==> config.mk <==
export PLATFORM = sky130hd
export DESIGN_NAME = urng_sched
export DESIGN_NICKNAME = d
export VERILOG_FILES = /design/src/rtl/urng_sched_pkg.sv /design/src/rtl/urng_sched_rr_arbiter.sv /design/src/rtl/urng_sched.sv
export SDC_FILE = /design/constraint.sdc
export NUM_CORES = 1
export LEC_CHECK = 0
export ABC_AREA = 1
export ABC_CLOCK_PERIOD_IN_PS = 8800
export BUFFER_PORTS_ARGS = -buffer_cell sky130_fd_sc_hd__buf_2
export CORE_ASPECT_RATIO = 1.75
export CORE_MARGIN = 4
export CORE_UTILIZATION = 40
export CTS_CLUSTER_DIAMETER = 100
export DETAILED_ROUTE_END_ITERATION = 7
export GPL_TIMING_DRIVEN = 0
export PLACE_DENSITY = 0.68
export RECOVER_POWER = 100
export SYNTH_ARGS = -nofsm -noshare
export SYNTH_HDL_FRONTEND = slang
export SYNTH_SLANG_ARGS = --single-unit
==> constraint.sdc <==
create_clock -name clk -period 8.8 [get_ports clk]
set_clock_uncertainty 0.05 [all_clocks]
set_input_delay 0.44 -clock clk [delete_from_list [all_inputs] [get_ports clk]]
set_output_delay 0.44 -clock clk [all_outputs]
set_load 0.005 [all_outputs]
==> src/rtl/urng_sched_pkg.sv <==
// urng_sched_pkg: shared states, seed guard constants and defaults for the URNG scheduler
package urng_sched_pkg;
  typedef enum logic [1:0] {IDLE, SEED, WARM, RUN} state_t;
  localparam int DEF_N_REQ = 4;
  localparam int DEF_WARMUP = 8;
  localparam logic [31:0] G0 = 32'h2, G1 = 32'h8, G2 = 32'h10;
  localparam logic [31:0] T0 = 32'd2, T1 = 32'd8, T2 = 32'd16;
  function automatic logic [31:0] guard(input logic [31:0] s, input logic [31:0] thr, input logic [31:0] g);
    return (s < thr) ? (s | g) : s;
  endfunction
endpackage

==> src/rtl/urng_sched_rr_arbiter.sv <==
// rr_arbiter: combinational round-robin pick; ports req/ptr in, one-hot gnt and winner index out
module rr_arbiter #(
  parameter int N_REQ = 4
) (
  input  logic [N_REQ-1:0] req,
  input  logic [2:0]       ptr,
  output logic [N_REQ-1:0] gnt,
  output logic [2:0]       win
);
  int best, d;
  always_comb begin
    best = N_REQ;
    d = 0;
    win = '0;
    for (int i = 0; i < N_REQ; i++) begin
      d = (i >= int'(ptr)) ? i - int'(ptr) : i + N_REQ - int'(ptr);
      if (req[i] && d < best) begin
        best = d;
        win = 3'(i);
      end
    end
    gnt = {{(N_REQ-1){1'b0}}, |req} << win;
  end
endmodule

==> src/rtl/urng_sched.sv <==
// urng_sched: seeds/warms the shared Tausworthe URNG and deals its words round-robin to requesters; ports: clk, rst (async active-low), seed_req/seed0..2 in, urng_rst_n/urng_seed0..2 to URNG, urng_out from URNG, req/gnt handshake, rnd_data/rnd_valid/rnd_id delivery, busy, word_cnt
module urng_sched
  import urng_sched_pkg::*;
#(
  parameter int N_REQ = DEF_N_REQ,
  parameter int WARMUP = DEF_WARMUP
) (
  input  logic             clk,
  input  logic             rst,
  input  logic             seed_req,
  input  logic [31:0]      seed0,
  input  logic [31:0]      seed1,
  input  logic [31:0]      seed2,
  output logic             urng_rst_n,
  output logic [31:0]      urng_seed0,
  output logic [31:0]      urng_seed1,
  output logic [31:0]      urng_seed2,
  input  logic [31:0]      urng_out,
  input  logic [N_REQ-1:0] req,
  output logic [N_REQ-1:0] gnt,
  output logic [31:0]      rnd_data,
  output logic             rnd_valid,
  output logic [2:0]       rnd_id,
  output logic             busy,
  output logic [15:0]      word_cnt
);
  state_t state, nxt;
  logic [31:0] s0, s1, s2;
  logic [7:0] wcnt;
  logic [2:0] ptr, win;
  logic [N_REQ-1:0] arb_gnt;
  rr_arbiter #(.N_REQ(N_REQ)) u_arb (.req(req), .ptr(ptr), .gnt(arb_gnt), .win(win));
  assign gnt = (state == RUN) ? arb_gnt : '0;
  assign busy = state != RUN;
  assign urng_seed0 = guard(s0, T0, G0);
  assign urng_seed1 = guard(s1, T1, G1);
  assign urng_seed2 = guard(s2, T2, G2);
  always_comb begin
    nxt = (seed_req && state != SEED) ? SEED :
          (state == SEED) ? WARM :
          (state == WARM && wcnt == 8'(WARMUP-1)) ? RUN : state;
  end
  always_ff @(posedge clk or negedge rst) begin
    if (!rst) begin
      state <= IDLE;
      urng_rst_n <= 1'b0;
      {s0, s1, s2} <= '0;
      wcnt <= '0;
      ptr <= '0;
      rnd_data <= '0;
      rnd_valid <= 1'b0;
      rnd_id <= '0;
      word_cnt <= '0;
    end else begin
      state <= nxt;
      // URNG runs only while warming or serving; held in load during IDLE/SEED
      urng_rst_n <= (nxt == WARM) || (nxt == RUN);
      wcnt <= (state == WARM) ? wcnt + 8'd1 : '0;
      rnd_valid <= |gnt;
      if (seed_req && state != SEED) begin
        s0 <= seed0;
        s1 <= seed1;
        s2 <= seed2;
      end
      if (|gnt) begin
        rnd_data <= urng_out;
        rnd_id <= win;
        word_cnt <= word_cnt + 16'd1;
        ptr <= (win == 3'(N_REQ-1)) ? 3'd0 : win + 3'd1;
      end
      // a grant on the seed_req cycle still lands above, then SEED wipes the bookkeeping
      if (state == SEED) begin
        word_cnt <= '0;
        ptr <= '0;
      end
    end
  end
endmodule

==> results of run 1 <==
[routing by layer]
| layer | track usage [%] | vias to the layer above | wire length (um) |
|---|---|---|---|
| met5 | 0 | - | 0 |
| met4 | 9.04 | 0 | 795 |
| met3 | 4.29 | 51 | 874 |
| met2 | 33.8 | 171 | 10600 |
| met1 | 20.5 | 2779 | 7170 |
| li1 | - | 2829 | - |
[worst max-delay path, delay by kind of cell (launching register included)]
family	cells	cell delay, ns
buffers and inverters	2	0.22
and+or+nand+nor	20	1.72
AOI/OAI and AO/OA	3	0.46
adders and majority gates	4	1.12
DFF	1	0.41
[cells by family (layout without fill, tap and decap cells)]
family                     after synthesis  in the layout
AOI/OAI and AO/OA                       44             44
and+or+nand+nor                        232            232
DFF                                    159            159
other                                    1              6
adders and majority gates               11             11
buffers and inverters                  154            472
muxes                                   95             95
[state kept, by name, indices dropped and copies added (netlist names)]
signal     flops
rnd_data      32
s0            32
s1            32
s2            32
word_cnt      16
wcnt           8
ptr            2
rnd_id         2
state          2
rnd_valid      1
[power by group]
group / switching (mW) / internal (mW) / total (mW)
logic: 0.588 / 0.713 / 1.30
clock network: 0.284 / 0.451 / 0.735
registers: 0.211 / 1.03 / 1.25
total: 1.08 / 2.20 / 3.28
[repair_timing]
action | CTS | global route
buffers inserted | 0 | 0
hold endpoints to repair | 56 | 0
hold buffers | 1 | 0
[per-stage QoR]
step           hold WS, ns  cells  util, %  total power, mW  instance area [um2]
2_1_floorplan       0.0944    700        -             2.08                 7510
3_3_place_gp         0.396   1225     50.0             2.61                 9250
3_5_place_dp         0.335   1226     50.2             2.65                 9280
4_1_cts              0.134   1256     53.4             3.40                 9870
5_1_grt              0.150   1257     52.4             3.53                 9680
6_report             0.161   1257     52.4             3.28                 9680
[worst max path at each step]
stage            from           end  slack [ns]  cells past startpoint
6_report       ptr[0]        gnt[0]        3.98                     29
5_1_grt        ptr[0]        gnt[0]        3.40                     29
4_1_cts        ptr[0]        gnt[1]        4.20                     29
3_5_place_dp   ptr[0]        gnt[1]        4.69                     29
3_3_place_gp      rst  rnd_data[26]        4.69                      1
2_1_floorplan  ptr[0]        gnt[0]        5.18                     28
[synth_stat cells, drive strengths merged, types with 2 or more instances]
library cell,count,area (um2)
a21oi,18,90.1
buf,107,780
clkbuf,7,26.3
dfrtp,159,3980
ha,11,138
inv,40,150
mux2,95,1070
nand2,148,578
nand3,19,128
nand4,8,65.1
nor2,26,138
nor3,8,51.3
nor4,20,125
o21a,3,22.5
o21ai,16,80.1
o21bai,2,15.0
or2,2,12.5
[final cells by class]
cell class / count / area, um2 / share of cell area [%]
flip-flops and latches: 159 / 3980 / 41.1
repair buffers: 289 / 1400 / 14.4
clock inverters: 5 / 78.8 / 0.814
plain buffers: 114 / 778 / 8.04
well taps: 238 / 298 / 3.07
inverters: 40 / 150 / 1.55
diodes: 1 / 2.50 / 0.0258
multi-input cells: 387 / 2500 / 25.8
clock buffers: 24 / 502 / 5.18
==> flow_metrics.py, run 1 <==
metrics = {
    "synth": {
        "ys.flop_type": "dfrtp_1",
        "async_flop_share_pct": 100,
        "synth_simple_gate_area_share_pct": 14.7,
        "syn-cell-area_mm2": 0.00750,
        "synth-edff-count": 0,
        "yosys_warnings": 0,
        "synth_compound_area_share_pct": 3.29,
        "yosysSeqAreaShare_pct": 53.1,
        "synth_cells": 696,
        "synth.ff_latch_count": 159,
        "synth_fa_ha_area_share_pct": 1.84,
        "netlist-cell-type-count": 36,
        "synthXorXnorAreaFrac_pct": 0,
        "synth_top_family_by_area": "simple AND/OR/NAND/NOR gates",
        "syn_avg_cell_area_um2": 10.8,
        "synthMuxAreaShare_pct": 14.3,
    },
    "cts": {
        "numCtsBuffers": 17,
        "clkTransAtPathRegs_ns": 0.06,
        "cts_sinks": 159,
        "cts_max_level": 4,
        "cts_buffer_depth": 2,
        "post_cts_resize_count": 0,
        "cts_tree": "done",
        "root_buffer": "clkbuf_16",
        "clock_latency_ns": 0.42,
    },
    "worst_setup_path": {
        "path_class": "flip-flop to output port",
        "critPathArrivalTime_ns": 4.33,
        "rr_startpoint": "ptr[0]",
        "cp-end-kind": "output port",
        "rr_endpoint": "rnd_id[0]",
        "worstPathRequired_ns": 8.31,
        "r2r_slack_ns": 4.92,
        "reg2reg_depth": 29,
        "worstPathMaxFanout": 8,
        "cp-start-kind": "flip-flop",
        "slowest_stage": "dfrtp_1",
        "cpMostUsedCell": "nand2_1",
        "crit_path_max_incr_delay_ns": 0.41,
    },
    "sta": {
        "slew_headroom_pct": -113,
        "layout_setup_ws_ns": 3.98,
        "finalCriticalPeriod_ns": 4.82,
        "fmax_mhz": 207,
        "rsz0062_at_grt": "no",
        "setup_tns_ns": 0,
        "fin_crit_sh_pct": 54.8,
        "setup_viol": 0,
        "maxSlewViolCount": 57,
        "max_slew.worst_pin.slew_ns": 3.19,
        "hold_violations": 0,
    },
    "min_path": {
        "hold_path_depth": 3,
        "hold_path_end": "rnd_data[22]",
        "hold_path_startpoint": "urng_out[22]",
        "hold_class": "input port to flip-flop",
    },
    "route": {
        "drt_pass1_iterations": 4,
        "vias": 5830,
        "vias_per_cell": 4.64,
        "drcViolationCount": 0,
        "wl_mm": 19.4,
        "ant_nets": 0,
        "routedWlPerCell_um": 15.5,
        "drt-initial-drc-count": 180,
    },
    "place": {
        "place.gp.congestion": 0.870,
        "post-place-ws_ns": 4.69,
        "dp_hpwl_mm": 15.2,
        "port_buffers": 287,
    },
    "grt": {
        "antenna_found_initial": 1,
        "grt_overflow": 0,
        "grt_pass1_vias": 6049,
        "grt_max_degree": 104,
        "grt_usage_pct": 18.7,
        "grt_pass1_wl_mm": 31.1,
    },
    "cells_and_area": {
        "layout_commonest_cell": "buf_2",
        "drive_gt1_share_pct": 44.6,
        "nNetsFinal": 1154,
        "filler_cell_count": 1776,
        "area_delta_synth_final_pct": 29.2,
        "final_cell_mix": "buf_2 (224), dfrtp_1 (159), nand2_1 (146), mux2_2 (95), clkbuf_1 (82)",
    },
    "die": {
        "core-area_mm2": 0.0185,
        "die_w_um": 111,
        "ioPinCount": 289,
        "die_h_um": 189,
        "row_count": 66,
        "start_util_pct": 40.5,
        "dieArea_mm2": 0.0211,
    },
    "run_status": {
        "status": "complete, but fails checks",
        "failed_checks": "max-capacitance violations, max-slew violations",
    },
    "power_and_ir_drop": {
        "power_density_mw_per_mm2": 339,
        "peakVddDrop_v": 0.000172,
        "leakage_nw": 4.88,
    },
    "run": {
        "drv_cap": 1,
    },
}
Note: power is estimated with default switching activity, not from simulation.
==> run 2, diff against run 1 <==
- ABC_AREA: 1 -> 0
- ABC_CLOCK_PERIOD_IN_PS: 8800 -> 4200
- PLACE_DENSITY: 0.68 -> 0.7
- clock period: 8.8 -> 4.2 ns (I/O delays scaled with it)
==> run 2 against run 1 <==
  * Non-clock buffer count grew 160
  * Cell count grew 9.5%
  * Register-to-register slack lost 5.2 ns
  * Power grew 130%
  * Highest routed layer unchanged
  * Routed wire length grew 15%
  * The run ends with max-capacitance violations, max-slew violations, negative setup slack left
  * Worst hold slack gained 0.059 ns
  * Sequential power grew 110%
  * Combinational power grew to 2.6 times the previous value
  * Core utilization grew 11 points
  * Worst setup slack lost 4.6 ns
==> flow_metrics.py, run 2 <==
metrics = {
    "die": {
        "start_util_pct": 40.9,
        "core-area_mm2": 0.0181,
        "die_w_um": 111,
        "row_count": 65,
        "dieArea_mm2": 0.0209,
        "die_h_um": 188,
        "ioPinCount": 289,
    },
    "cts": {
        "cts_tree": "done",
        "numCtsBuffers": 17,
        "clkTransAtPathRegs_ns": 0.06,
        "root_buffer": "clkbuf_16",
        "cts_sinks": 159,
        "clock_latency_ns": 0.41,
        "cts_buffer_depth": 2,
        "cts_max_level": 4,
    },
    "worst_setup_path": {
        "cp-end-kind": "output port",
        "r2r_slack_ns": -0.27,
        "worstPathRequired_ns": 3.94,
        "cp-endpoint": "gnt[3]",
        "cp-start-kind": "flip-flop",
        "rr_startpoint": "ptr[0]",
        "reg2reg_depth": 21,
        "worstPathMaxFanout": 4,
        "startpoint": "ptr[0]",
        "critPathArrivalTime_ns": 4.52,
        "path_class": "flip-flop to output port",
        "rr_endpoint": "rnd_id[0]",
    },
    "grt": {
        "grt_pass1_vias": 7098,
        "grt_usage_pct": 21.8,
        "grt_pass1_wl_mm": 36.4,
        "grt_max_degree": 84,
        "antenna_found_initial": 2,
        "grt_overflow": 0,
    },
    "sta": {
        "finalCriticalPeriod_ns": 4.78,
        "layout_setup_ws_ns": -0.582,
        "fmax_mhz": 209,
        "fin_crit_sh_pct": 114,
        "hold_violations": 0,
        "maxSlewViolCount": 78,
        "max_slew.worst_pin.slew_ns": 1.88,
        "setup_viol": 7,
        "whs_ns": 0.220,
        "slew_headroom_pct": -25.0,
        "rsz0062_at_grt": "yes",
    },
    "run_status": {
        "status": "complete, but fails checks",
        "failed_checks": "max-capacitance violations, max-slew violations, negative setup slack",
    },
    "synth": {
        "synth.ff_latch_count": 159,
        "syn-cell-area_mm2": 0.00741,
        "async_flop_share_pct": 100,
        "yosysSeqAreaShare_pct": 53.7,
        "synth_cells": 659,
        "synthTopCellsByArea": "dfrtp_1 (54%), mux2_2 (15%), buf_4 (9.5%)",
        "synth.largest_area_cell": "dfrtp_1",
        "syn_avg_cell_area_um2": 11.2,
        "synth_top_area_share_pct": 53.7,
        "synth.most_common_cell": "dfrtp_1",
        "ys.flop_type": "dfrtp_1",
        "synth-edff-count": 0,
        "synthTopCellsByCount": "dfrtp_1 (159), nand2_1 (119), mux2_2 (97)",
        "yosys_warnings": 0,
        "netlist-cell-type-count": 48,
    },
    "route": {
        "drcViolationCount": 0,
        "ant_nets": 0,
        "vias": 6509,
        "drt_pass1_iterations": 4,
        "vias_per_cell": 4.73,
        "wl_mm": 22.4,
        "drt-initial-drc-count": 218,
        "routedWlPerCell_um": 16.3,
    },
    "cells_and_area": {
        "layout_commonest_cell": "buf_2",
        "nNetsFinal": 1275,
        "area_delta_synth_final_pct": 54.0,
        "final_cell_mix": "buf_2 (217), dfrtp_1 (159), dlygate4sd3_1 (130), nand2_1 (117), mux2_2 (95)",
        "fin_util_pct": 63.0,
        "drive_gt1_share_pct": 43.8,
    },
    "power_and_ir_drop": {
        "power_mw": 7.51,
        "power_density_mw_per_mm2": 658,
        "leakage_nw": 5.43,
        "peakVddDrop_v": 0.000344,
    },
    "min_path": {
        "hold_class": "input port to flip-flop",
    },
    "place": {
        "dp_hpwl_mm": 15.2,
        "port_buffers": 287,
        "post-place-ws_ns": -0.767,
        "place.gp.congestion": 0.897,
    },
    "run": {
        "drv_cap": 1,
    },
}
[run 2: cell count changes in the layout (fill, tap and decap cells not counted), moves of 5 or more]
cell	before	now
a21oi_1	18	4
buf_2	224	217
buf_4	26	54
clkbuf_1	82	89
dlygate4sd3_1	1	130
ha_1	11	6
ha_4	0	5
inv_1	38	7
nand2_1	146	117
o21ai_0	16	7
xnor2_1	0	5
xor2_1	0	11
[run 2: layout make-up]
class                           count  area, um2
Fill cell                        1425       6720
Clock buffer                       21        480
Sequential cell                   159       3980
Antenna cell                        2       5.00
Buffer                            116        796
Clock inverter                     10        104
Timing Repair Buffer              447       2880
Inverter                           11       42.5
Multi-Input combinational cell    377       2840
Tap cell                          234        293
[run 2: through the flow]
stage               cells  cell area [um2]  TNS (ns)
floorplan             663             7430         0
global placement     1184             9160     -4.69
detailed placement   1185             9200     -4.60
CTS                  1370            11400     -1.68
global route         1377            11400     -3.99
finish               1377            11400     -2.51
[run 2: cells by family (layout without fill, tap and decap cells)]
family,after synthesis,in the layout,share of synthesized area [%]
buffers and inverters,127,605,11.4
muxes,97,97,14.7
adders and majority gates,11,11,1.86
other,1,7,0.0506
DFF,159,159,53.7
and+or+nand+nor,216,216,13.2
xor gates and xnor gates,16,16,1.89
AOI/OAI and AO/OA,32,32,3.17
[run 2: worst min-delay path by stage]
stage                  from           end  cells past startpoint
6_report             req[3]        ptr[0]                      3
2_1_floorplan           rst        ptr[0]                      0
5_1_grt              req[3]     rnd_id[1]                      4
4_1_cts              req[3]     rnd_id[1]                      4
3_5_place_dp            rst  word_cnt[14]                      1
3_3_place_gp   urng_out[11]  rnd_data[11]                      3
[run 2: routing by layer]
| layer | part of all wire [%] | GRT usage, % | up-vias |
|---|---|---|---|
| met2 | 55 | 40.4 | 231 |
| met3 | 5.4 | 5.20 | 65 |
| li1 | - | - | 3087 |
| met1 | 36 | 23.0 | 3126 |
| met5 | 0 | 0 | - |
| met4 | 4.3 | 10.2 | 0 |
[run 2: repair_timing]
item / CTS / global route
hold buffers: 130 / 0
gates cloned: 0 / 0
setup buffers: 24 / 6
pin swaps: 18 / 14
hold endpoints to repair: 205 / 0
resized for setup: 24 / 15
endpoints found under the setup margin: 8 / 8
[run 2: report_power, final]
group	internal, mW	switching [mW]
clock	0.883	0.638
sequential	2.17	0.450
combinational	1.87	1.51
[run 2: critical path: stages (launching register included)]
cell,delay [ns]
dfrtp_1,0.39
inv_2,0.12
ha_4,0.13
nand3b_1,0.20
ha_4,0.17
or2b_1,0.26
a221oi_4,0.28
a31oi_4,0.16
buf_6,0.14
nor2_4,0.09
a31oi_4,0.05
ha_4,0.18
nor4_4,0.32
o311ai_4,0.16
nand2_2,0.12
mux2_4,0.31
ha_4,0.30
nor2_1,0.06
a311o_1,0.37
o2111ai_2,0.09
nor2_1,0.06
buf_2,0.13
==> run 3, diff against run 2 <==
- BUFFER_PORTS_ARGS: -buffer_cell sky130_fd_sc_hd__buf_2 -> default
- CELL_PAD_IN_SITES_DETAIL_PLACEMENT: default -> 1
- CELL_PAD_IN_SITES_GLOBAL_PLACEMENT: default -> 2
- CORE_UTILIZATION: 40 -> 35
- DONT_BUFFER_PORTS: default -> 1
- HOLD_SLACK_MARGIN: default -> 0.02
- PLACE_DENSITY: 0.7 -> default
- PLACE_DENSITY_LB_ADDON: default -> 0.1
==> run 3 against run 2 <==
  * The run still ends with max-capacitance violations, max-slew violations, negative setup slack left
  * Sequential share of layout area up 4.1 points
  * Critical endpoint unchanged
  * Core utilization down 14 points
  * Flip-flop and latch count unchanged
  * Routed wire length up 3.8%
  * Highest routed layer unchanged
  * Critical path type unchanged
  * Power down 4.5%
  * Sequential power up 3%
  * Via count down 14%
  * Combinational power down 17%
  * Register-to-register slack worse by 0.05 ns
  * Maximum frequency up 3.2%
==> flow_metrics.py, run 3 (same netlist as run 2, synthesis figures left out) <==
metrics = {
    "run_status": {
        "status": "complete, but fails checks",
        "failed_checks": "max-capacitance violations, max-slew violations, negative setup slack",
    },
    "cells_and_area": {
        "layout_commonest_cell": "dfrtp_1",
        "drive_gt1_share_pct": 29.1,
        "final_cell_mix": "dfrtp_1 (159), dlygate4sd3_1 (131), nand2_1 (114), mux2_2 (93), clkbuf_1 (72)",
        "nNetsFinal": 1004,
        "design_area_mm2": 0.0102,
        "instances_no_fill": 1124,
        "area_delta_synth_final_pct": 37.9,
    },
    "cts": {
        "cts_sinks": 159,
        "clkTransAtPathRegs_ns": 0.06,
        "numCtsBuffers": 17,
        "clock_latency_ns": 0.42,
        "cts_max_level": 4,
        "root_buffer": "clkbuf_16",
        "cts_tree": "done",
        "cts_buffer_depth": 2,
    },
    "route": {
        "drcViolationCount": 0,
        "drt-initial-drc-count": 159,
        "drt_pass1_iterations": 4,
        "vias": 5610,
        "wl_mm": 23.3,
        "routedWlPerCell_um": 20.7,
        "ant_nets": 0,
        "vias_per_cell": 4.99,
    },
    "sta": {
        "slew_headroom_pct": -55.2,
        "setup_viol": 8,
        "maxSlewViolCount": 160,
        "max_slew.worst_pin.slew_ns": 2.33,
        "fin_crit_sh_pct": 110,
        "layout_setup_ws_ns": -0.435,
        "fmax_mhz": 216,
        "rsz0062_at_grt": "yes",
        "finalCriticalPeriod_ns": 4.63,
        "whs_ns": 0.138,
        "hold_violations": 0,
    },
    "grt": {
        "antenna_found_initial": 3,
        "grt_max_degree": 160,
        "grt_overflow": 0,
        "grt_pass1_vias": 6619,
        "grt_usage_pct": 20.0,
        "grt_pass1_wl_mm": 37.2,
    },
    "power_and_ir_drop": {
        "internal_power_mw": 4.68,
        "pwr-share-comb_pct": 39.4,
        "peakVddDrop_v": 0.000378,
        "leakage_nw": 4.46,
        "power_mw": 7.17,
        "pwr-share-clk_pct": 22.9,
        "swShare_pct": 34.8,
        "power_density_mw_per_mm2": 702,
        "power.switching_mw": 2.49,
        "seq_power_share_pct": 37.7,
    },
    "min_path": {
        "hold_path_end": "ptr[1]",
        "hold_path_depth": 4,
        "hold_class": "input port to flip-flop",
        "hold_path_startpoint": "req[3]",
    },
    "worst_setup_path": {
        "worstPathRequired_ns": 3.94,
        "rr_startpoint": "ptr[0]",
        "cp-end-kind": "output port",
        "r2r_slack_ns": -0.32,
        "critPathArrivalTime_ns": 4.37,
        "cpMostUsedCell": "ha_4",
        "slowest_stage": "dfrtp_1",
        "cp-start-kind": "flip-flop",
        "crit_path_max_incr_delay_ns": 0.39,
        "cp_cell_sequence": "inv_2, ha_4, nand3b_1, ha_4, or2b_1, a221oi_4, a31oi_4, buf_6, nand2b_4, ha_4, nand2_4, nor4_4, o311ai_4, nand2_2, mux2_4, ha_4, nor2_1, a311o_1, o2111ai_4, nor2_2",
        "reg2reg_depth": 22,
        "path_class": "flip-flop to output port",
        "worstPathMaxFanout": 4,
        "rr_endpoint": "rnd_id[0]",
    },
    "die": {
        "die_w_um": 118,
        "core-area_mm2": 0.0208,
        "die_h_um": 201,
        "row_count": 70,
        "ioPinCount": 289,
        "start_util_pct": 35.6,
        "dieArea_mm2": 0.0237,
    },
    "place": {
        "place.gp.congestion": 0.775,
        "place_area_mm2": 0.00774,
        "post-place-ws_ns": -0.758,
        "dp_hpwl_mm": 15.7,
        "dpl.cell_count": 915,
        "port_buffers": 0,
    },
    "run": {
        "drv_cap": 1,
    },
}
[run 3: cell types whose count changed in the layout (fill, tap and decap cells not counted), sizes merged]
| cell | previous run | this run |
|---|---|---|
| clkinvlp | 5 | 2 |
| bufinv | 1 | 4 |
| inv | 12 | 10 |
| buf | 275 | 46 |
| clkinv | 3 | 0 |
| clkbuf | 179 | 140 |
| dlygate4sd3 | 130 | 131 |
| diode | 2 | 3 |
[run 3: per-layer routing]
layer  GRT usage, %  wire length [um]  up-vias
met4           9.35               828        0
met1           18.4              7320     2811
met3           6.12              1530       54
met2           39.2             13600      213
li1               -                 -     2532
met5              0                 0        -
[run 3: cell type report]
type	instances	area (um2)
buffer	116	619
sequential	159	3980
antenna	3	7.51
timing repair buffer	176	1690
tap	252	315
inverter	11	47.5
fill	2168	10600
clock inverter	5	128
multi-input combinational	377	2930
clock buffer	25	495
[run 3: power groups by stage]
stage | clock network (mW) | registers [mW] | logic [mW]
after detailed placement | 0 | 2.74 | 2.29
after floorplan | 0 | 2.54 | 1.84
after global placement | 0 | 2.70 | 2.23
after CTS | 1.71 | 2.72 | 2.87
after global routing | 1.77 | 2.80 | 3.09
final | 1.64 | 2.71 | 2.82
[run 3: worst max path at each step]
stage / from / to / slack [ns] / cells after the start
finish: ptr[0] / gnt[3] / -0.43 / 20
global route: ptr[0] / gnt[3] / -0.59 / 20
CTS: ptr[0] / gnt[0] / -0.34 / 18
detailed placement: ptr[0] / gnt[0] / -0.76 / 17
global placement: ptr[0] / gnt[0] / -0.70 / 17
floorplan: ptr[0] / gnt[0] / 0.006 / 17
[run 3: through the flow]
stage	setup TNS, ns	util [%]
6_report	-2.45	49.0
5_1_grt	-3.58	49.0
4_1_cts	-1.26	49.2
3_5_place_dp	-5.16	37.1
3_3_place_gp	-4.66	37.1
2_1_floorplan	0	-
[run 3: timing repair]
action	CTS	global route
hold buffers	132	0
gates resized for setup	43	23
buffers inserted	39	15
endpoints found under the hold margin	290	0
setup endpoints to repair	8	8
pin swaps	21	15
[run 3: worst max-delay path: cells and delay by family (launching register included)]
kind / cells / cell delay, ns
simple gates: 8 / 1.08
flops: 1 / 0.39
mux: 1 / 0.32
compound gates: 5 / 1.09
buf+inv: 2 / 0.30
fa+ha+maj: 4 / 0.75
